[src/rtl/pwm_level_ctrl.sv]
// pwm_level_ctrl: front-panel level controller for the amplifier PWM stage.
//   Two raw buttons are synchronised and debounced. Up/down presses move a
//   saturating target level, and a simultaneous press toggles mute. The applied
//   duty moves toward the effective target (0 when muted) by one LSB, and only
//   on a PWM period boundary, so the PWM never sees a mid-period change.
// Ports:
//   clk       system clock
//   rst       synchronous active-high reset
//   ena       controller enable; when low, state/duty/target/mute hold
//   buttons   raw async buttons, active-high; [1]=up, [0]=down
//   pwm_step  one-cycle pulse at each PWM period boundary
//   duty      duty value applied to the PWM
//   leds      [0]=muted, [1]=ramping (FSM not idle)
module pwm_level_ctrl #(
  parameter int unsigned N              = 4,
  parameter int unsigned DEBOUNCE_TICKS = 12,
  parameter int unsigned INIT_LEVEL     = 0
) (
  input  logic         clk,
  input  logic         rst,
  input  logic         ena,
  input  logic [1:0]   buttons,
  input  logic         pwm_step,
  output logic [N-1:0] duty,
  output logic [1:0]   leds
);

  localparam int unsigned CntW = (DEBOUNCE_TICKS > 1) ? $clog2(DEBOUNCE_TICKS) : 1;
  localparam logic [CntW-1:0] CntMax = CntW'(DEBOUNCE_TICKS - 1);
  localparam logic [CntW-1:0] CntOne = CntW'(1);
  localparam logic [N-1:0] LevelMax  = {N{1'b1}};
  localparam logic [N-1:0] LevelOne  = N'(1);
  localparam logic [N-1:0] InitLevel = N'(INIT_LEVEL);

  localparam logic [1:0] StIdle     = 2'd0;
  localparam logic [1:0] StRampUp   = 2'd1;
  localparam logic [1:0] StRampDown = 2'd2;

  logic [1:0]           sync1_q, sync2_q;
  logic [1:0]           stable_q, stable_d;
  logic [1:0][CntW-1:0] cnt_q, cnt_d;
  logic [1:0]           press;
  logic [N-1:0]         target_q, target_d;
  logic                 muted_q, muted_d;
  logic [N-1:0]         duty_q, duty_d;
  logic [1:0]           state_q, state_d;
  logic [1:0]           leds_q, leds_d;
  logic [N-1:0]         eff;
  logic [N-1:0]         duty_inc, duty_dec;

  // Debounce: a change is accepted after DEBOUNCE_TICKS consecutive differing samples.
  always_comb begin
    for (int i = 0; i < 2; i++) begin
      cnt_d[i]    = cnt_q[i];
      stable_d[i] = stable_q[i];
      press[i]    = 1'b0;
      if (sync2_q[i] == stable_q[i]) begin
        cnt_d[i] = '0;
      end else if (cnt_q[i] == CntMax) begin
        stable_d[i] = ~stable_q[i];
        cnt_d[i]    = '0;
        press[i]    = ~stable_q[i];
      end else begin
        cnt_d[i] = cnt_q[i] + CntOne;
      end
    end
  end

  // Press handling; events arriving while disabled are dropped.
  always_comb begin
    target_d = target_q;
    muted_d  = muted_q;
    if (ena) begin
      if (press[1] && press[0]) begin
        muted_d = ~muted_q;
      end else if (press[1]) begin
        if (target_q != LevelMax) target_d = target_q + LevelOne;
      end else if (press[0]) begin
        if (target_q != '0) target_d = target_q - LevelOne;
      end
    end
  end

  // Uses registered target/mute, so a step coincident with a press sees the old value.
  assign eff      = muted_q ? '0 : target_q;
  assign duty_inc = duty_q + LevelOne;
  assign duty_dec = duty_q - LevelOne;

  always_comb begin
    state_d = state_q;
    duty_d  = duty_q;
    if (ena) begin
      case (state_q)
        StIdle: begin
          if (eff > duty_q) begin
            state_d = StRampUp;
          end else if (eff < duty_q) begin
            state_d = StRampDown;
          end
        end
        StRampUp: begin
          // Target moved below us mid-ramp: drop to idle and let it re-evaluate.
          if (eff <= duty_q) begin
            state_d = StIdle;
          end else if (pwm_step) begin
            duty_d = duty_inc;
            if (duty_inc == eff) state_d = StIdle;
          end
        end
        StRampDown: begin
          if (eff >= duty_q) begin
            state_d = StIdle;
          end else if (pwm_step) begin
            duty_d = duty_dec;
            if (duty_dec == eff) state_d = StIdle;
          end
        end
        default: state_d = StIdle;
      endcase
    end
  end

  // Registered from next-state so leds[1] changes on the same edge as the state.
  assign leds_d = {state_d != StIdle, muted_d};

  always_ff @(posedge clk) begin
    if (rst) begin
      sync1_q  <= '0;
      sync2_q  <= '0;
      stable_q <= '0;
      cnt_q    <= '0;
      target_q <= InitLevel;
      muted_q  <= 1'b0;
      duty_q   <= '0;
      state_q  <= StIdle;
      leds_q   <= 2'b00;
    end else begin
      sync1_q  <= buttons;
      sync2_q  <= sync1_q;
      stable_q <= stable_d;
      cnt_q    <= cnt_d;
      target_q <= target_d;
      muted_q  <= muted_d;
      duty_q   <= duty_d;
      state_q  <= state_d;
      leds_q   <= leds_d;
    end
  end

  assign duty = duty_q;
  assign leds = leds_q;

endmodule

[config.mk]
export PLATFORM = sky130hd
export DESIGN_NAME = pwm_level_ctrl
export DESIGN_NICKNAME = d
export VERILOG_FILES = /design/src/rtl/pwm_level_ctrl.sv
export SDC_FILE = /design/constraint.sdc
export NUM_CORES = 1
export LEC_CHECK = 0
export BUFFER_PORTS_ARGS = -buffer_cell sky130_fd_sc_hd__clkbuf_2
export CAP_MARGIN = 20
export CORE_MARGIN = 5
export CORE_UTILIZATION = 40
export CTS_BUF_LIST = sky130_fd_sc_hd__clkbuf_4
export CTS_CLUSTER_DIAMETER = 30
export DETAILED_ROUTE_END_ITERATION = 10
export PLACE_DENSITY = 0.57
export SETUP_SLACK_MARGIN = 0.4
export SLEW_MARGIN = 10
export SYNTH_ARGS = -nofsm -noshare
export SYNTH_HDL_FRONTEND = slang
export SYNTH_SLANG_ARGS = --single-unit
[constraint.sdc]
create_clock -name clk -period 2.3 [get_ports clk]
set_clock_uncertainty 0.1 [all_clocks]
set_input_delay 0.23 -clock clk [delete_from_list [all_inputs] [get_ports clk]]
set_output_delay 0.23 -clock clk [all_outputs]
set_load 0.02 [all_outputs]
==> qor.txt <==
Leak: 0.7736 nW
cells after synthesis: 166
critical path class: reg2reg
Placed Instances: 221
Buffers on Ports: 11
Hold Fails Final Rpt: 0
register bit count reported by yosys: 26
maximum VDD drop: 0.1862 mV
count leader, synth: dfxtp_1
Synth Cell Area: 1533 um2
met2 wire len: 1554 um
Tot GR Track Use: 0.1475
Sw Share: 0.2093
die height: 71.90 um
Pwr Total: 0.8036 mW
met3 routed WL: 157 um
P_int: 0.6354 mW
vias in the first global route: 1,321
NetSw: 0.1682 mW
total core area: 3689 um2
ys flop type: dfxtp_1
H-tree Lvls: 1
Bufs on Longest Clock Path: 2
slew margin rel.: 0.6705
syn nets: 183
Die X-Extent: 71.90 um
Setup TNS: 0 ps
GR Overflow Total: 0
DR DRC count: 0
Reg power frac: 0.561
Crit. Startpoint: leds[0]$_SDFFE_PP0P_
post-synthesis sequential area ratio: 0.3396
Synth top area share: 0.3396
final setup vio count: 0
CTS tree: yes
outcome: finished, final reports clean
Initial DRC Count: 86
routed vias: 1,305
fin crit share: 0.9191
CTS Sinks: 26
first-pass GRT wire length: 6147 um
Fillers: 319
EDFF count, synth: 0
Req. time, crit path: 2440 ps
drt wl/cell: 14.52 um
unrepaired setup endpoints after global routing: true
cell taking the most area after synthesis: dfxtp_1
Area Growth Syn to Fin: 30.78%
# diodes: 0
Initial DRT Pass Iterations: 4
initial antenna violation count: 0
CTS Root Buffer Type: clkbuf_4
Metal-1 WL: 1736 um
crit-path max FO: 6
Finished Layout Cells: 240
achievable frequency: 473.0 MHz
share of post-route cells with drive strength above 1: 0.3750
vias per cell: 5.438
Final Max Tran Viols: 0
Layout Nets: 210
Yosys warnings: 0
startpoint types: register
Starting Density: 0.4155
I/O pins: 12
GPL Wtd Cong: 0.7804
clock share of power: 0.404
drt total wl: 3485 um
dpl hpwl: 2418 um
full die area: 5170 um2
Detail Route Antenna Nets: 0
clk slew on worst S/H paths: 150 ps
final setup margin: 186.0 ps
r2r setup slk: 190 ps
worst hold path type: in2reg
worst slew pin tran: 493.2 ps
Post-Syn Area per Cell: 9.233 um2
Combinational Power Share: 0.035
minimum clock period: 2114 ps
Distinct cells, synth: 46
Hold Startpoint: buttons[1]
power density cells: 400.9 nW/um2
Num CTS Buffers: 3
CP Capture Type: register
site row count: 22
largest net degree at the start of global routing: 21
Async SR Flop Fraction: 0
synth top area cells: dfxtp_1, ha_1, xnor2_1
DR top layer: met4
FF-to-FF Start: leds[0]$_SDFFE_PP0P_
reported max-cap violation count: 0
DP Worst Slack: 4.881 ps
worst-skew pair later-pin latency: 330 ps
top post-synthesis cells by count: dfxtp_1, nor2_1, nand3_1
CP arrival: 2260 ps
[through the flow]
stage	hold slack (ps)	util	cell area [um2]
finish	20.02	0.5434	2004
global route	9.055	0.5434	2004
CTS	8.983	0.5339	1969
detailed placement	341.9	0.4749	1752
global placement	324.2	0.4749	1752
floorplan	258.2	-	1665
[flip-flops by register name (all words and copies together) (netlist names)]
name	flops
cnt_q	8
duty	4
leds	2
stable_q	2
state_q	2
sync1_q	2
sync2_q	2
target_q	4
[layout by cell type, fill, tap and decap left out, types with 2 or more instances in the layout]
cell type	n
ha_4	4
xnor2_1	7
clkbuf_2	11
a211o_1	2
nor3_1	2
xor2_1	3
xnor3_1	2
o211ai_4	2
nand3_1	11
ha_2	2
nor2_1	17
nor2b_4	2
a21oi_2	3
mux2_4	2
inv_1	10
dfxtp_4	5
or3_1	2
dfxtp_2	5
ha_1	4
nand2_1	3
clkbuf_4	3
a21oi_1	7
buf_4	12
nand4_1	6
a21oi_4	2
o21ai_0	4
nor2b_1	9
dfxtp_1	16
a21o_1	2
[worst max-delay path: stages (launching register included)]
cell and delay (ps):
dfxtp_4 400, buf_12 120, nor2b_4 120, ha_4 210
nor2b_4 140, o211ai_4 270, nand4_1 160, a21oi_1 170
mux2_2 340
[logic make-up after synthesis]
kind of cell	synth area share
fa+ha+maj	0.09469
mux	0.02857
compound gates	0.1567
flops	0.3396
simple gates	0.2417
xor+xnor	0.09225
buf+inv	0.04653
[cell type report]
cell class	instances	area [um2]	area share
sequential	26	545.5	0.2722
tap	48	60.06	0.02996
clock buffer	3	22.52	0.01124
clock inverter	1	30.03	0.01498
inverter	10	37.54	0.01873
multi-input combinational	126	1122	0.5599
timing repair buffer	26	186.4	0.09301
[final timing paths]
kind	end	cells after the start
worst min-delay path	sync1_q[1]$_SDFF_PP0_	2
worst max register to register	duty[2]$_SDFFE_PP0P_	8
worst max-delay path	duty[2]$_SDFFE_PP0P_	8
worst min register to register	cnt_q[0]$_SDFF_PP0_	1
[routing by layer]
layer	track usage	vias up
met5	0	-
met4	0.04802	0
met3	0.01801	4
met2	0.2408	28
met1	0.2020	624
li1	-	649
[timing repair]
item | 4_1_cts | 5_1_grt
hold endpoints to repair | 1 | 0
buffers inserted | 11 | 1
pin swaps | 13 | 8
setup endpoints to repair | 11 | 12
gates resized for setup | 11 | 6
gates cloned | 2 | 0
hold buffers | 1 | 0
[power by group through the flow]
stage	Combinational (mW)	Sequential, mW	Clock [mW]
after floorplan	0.0173	0.463	0
after global placement	0.0251	0.463	0
after detailed placement	0.0258	0.463	0
after CTS	0.0282	0.453	0.338
after global routing	0.0319	0.452	0.361
final	0.0281	0.451	0.324
Note: power is estimated with default switching activity, not from simulation.
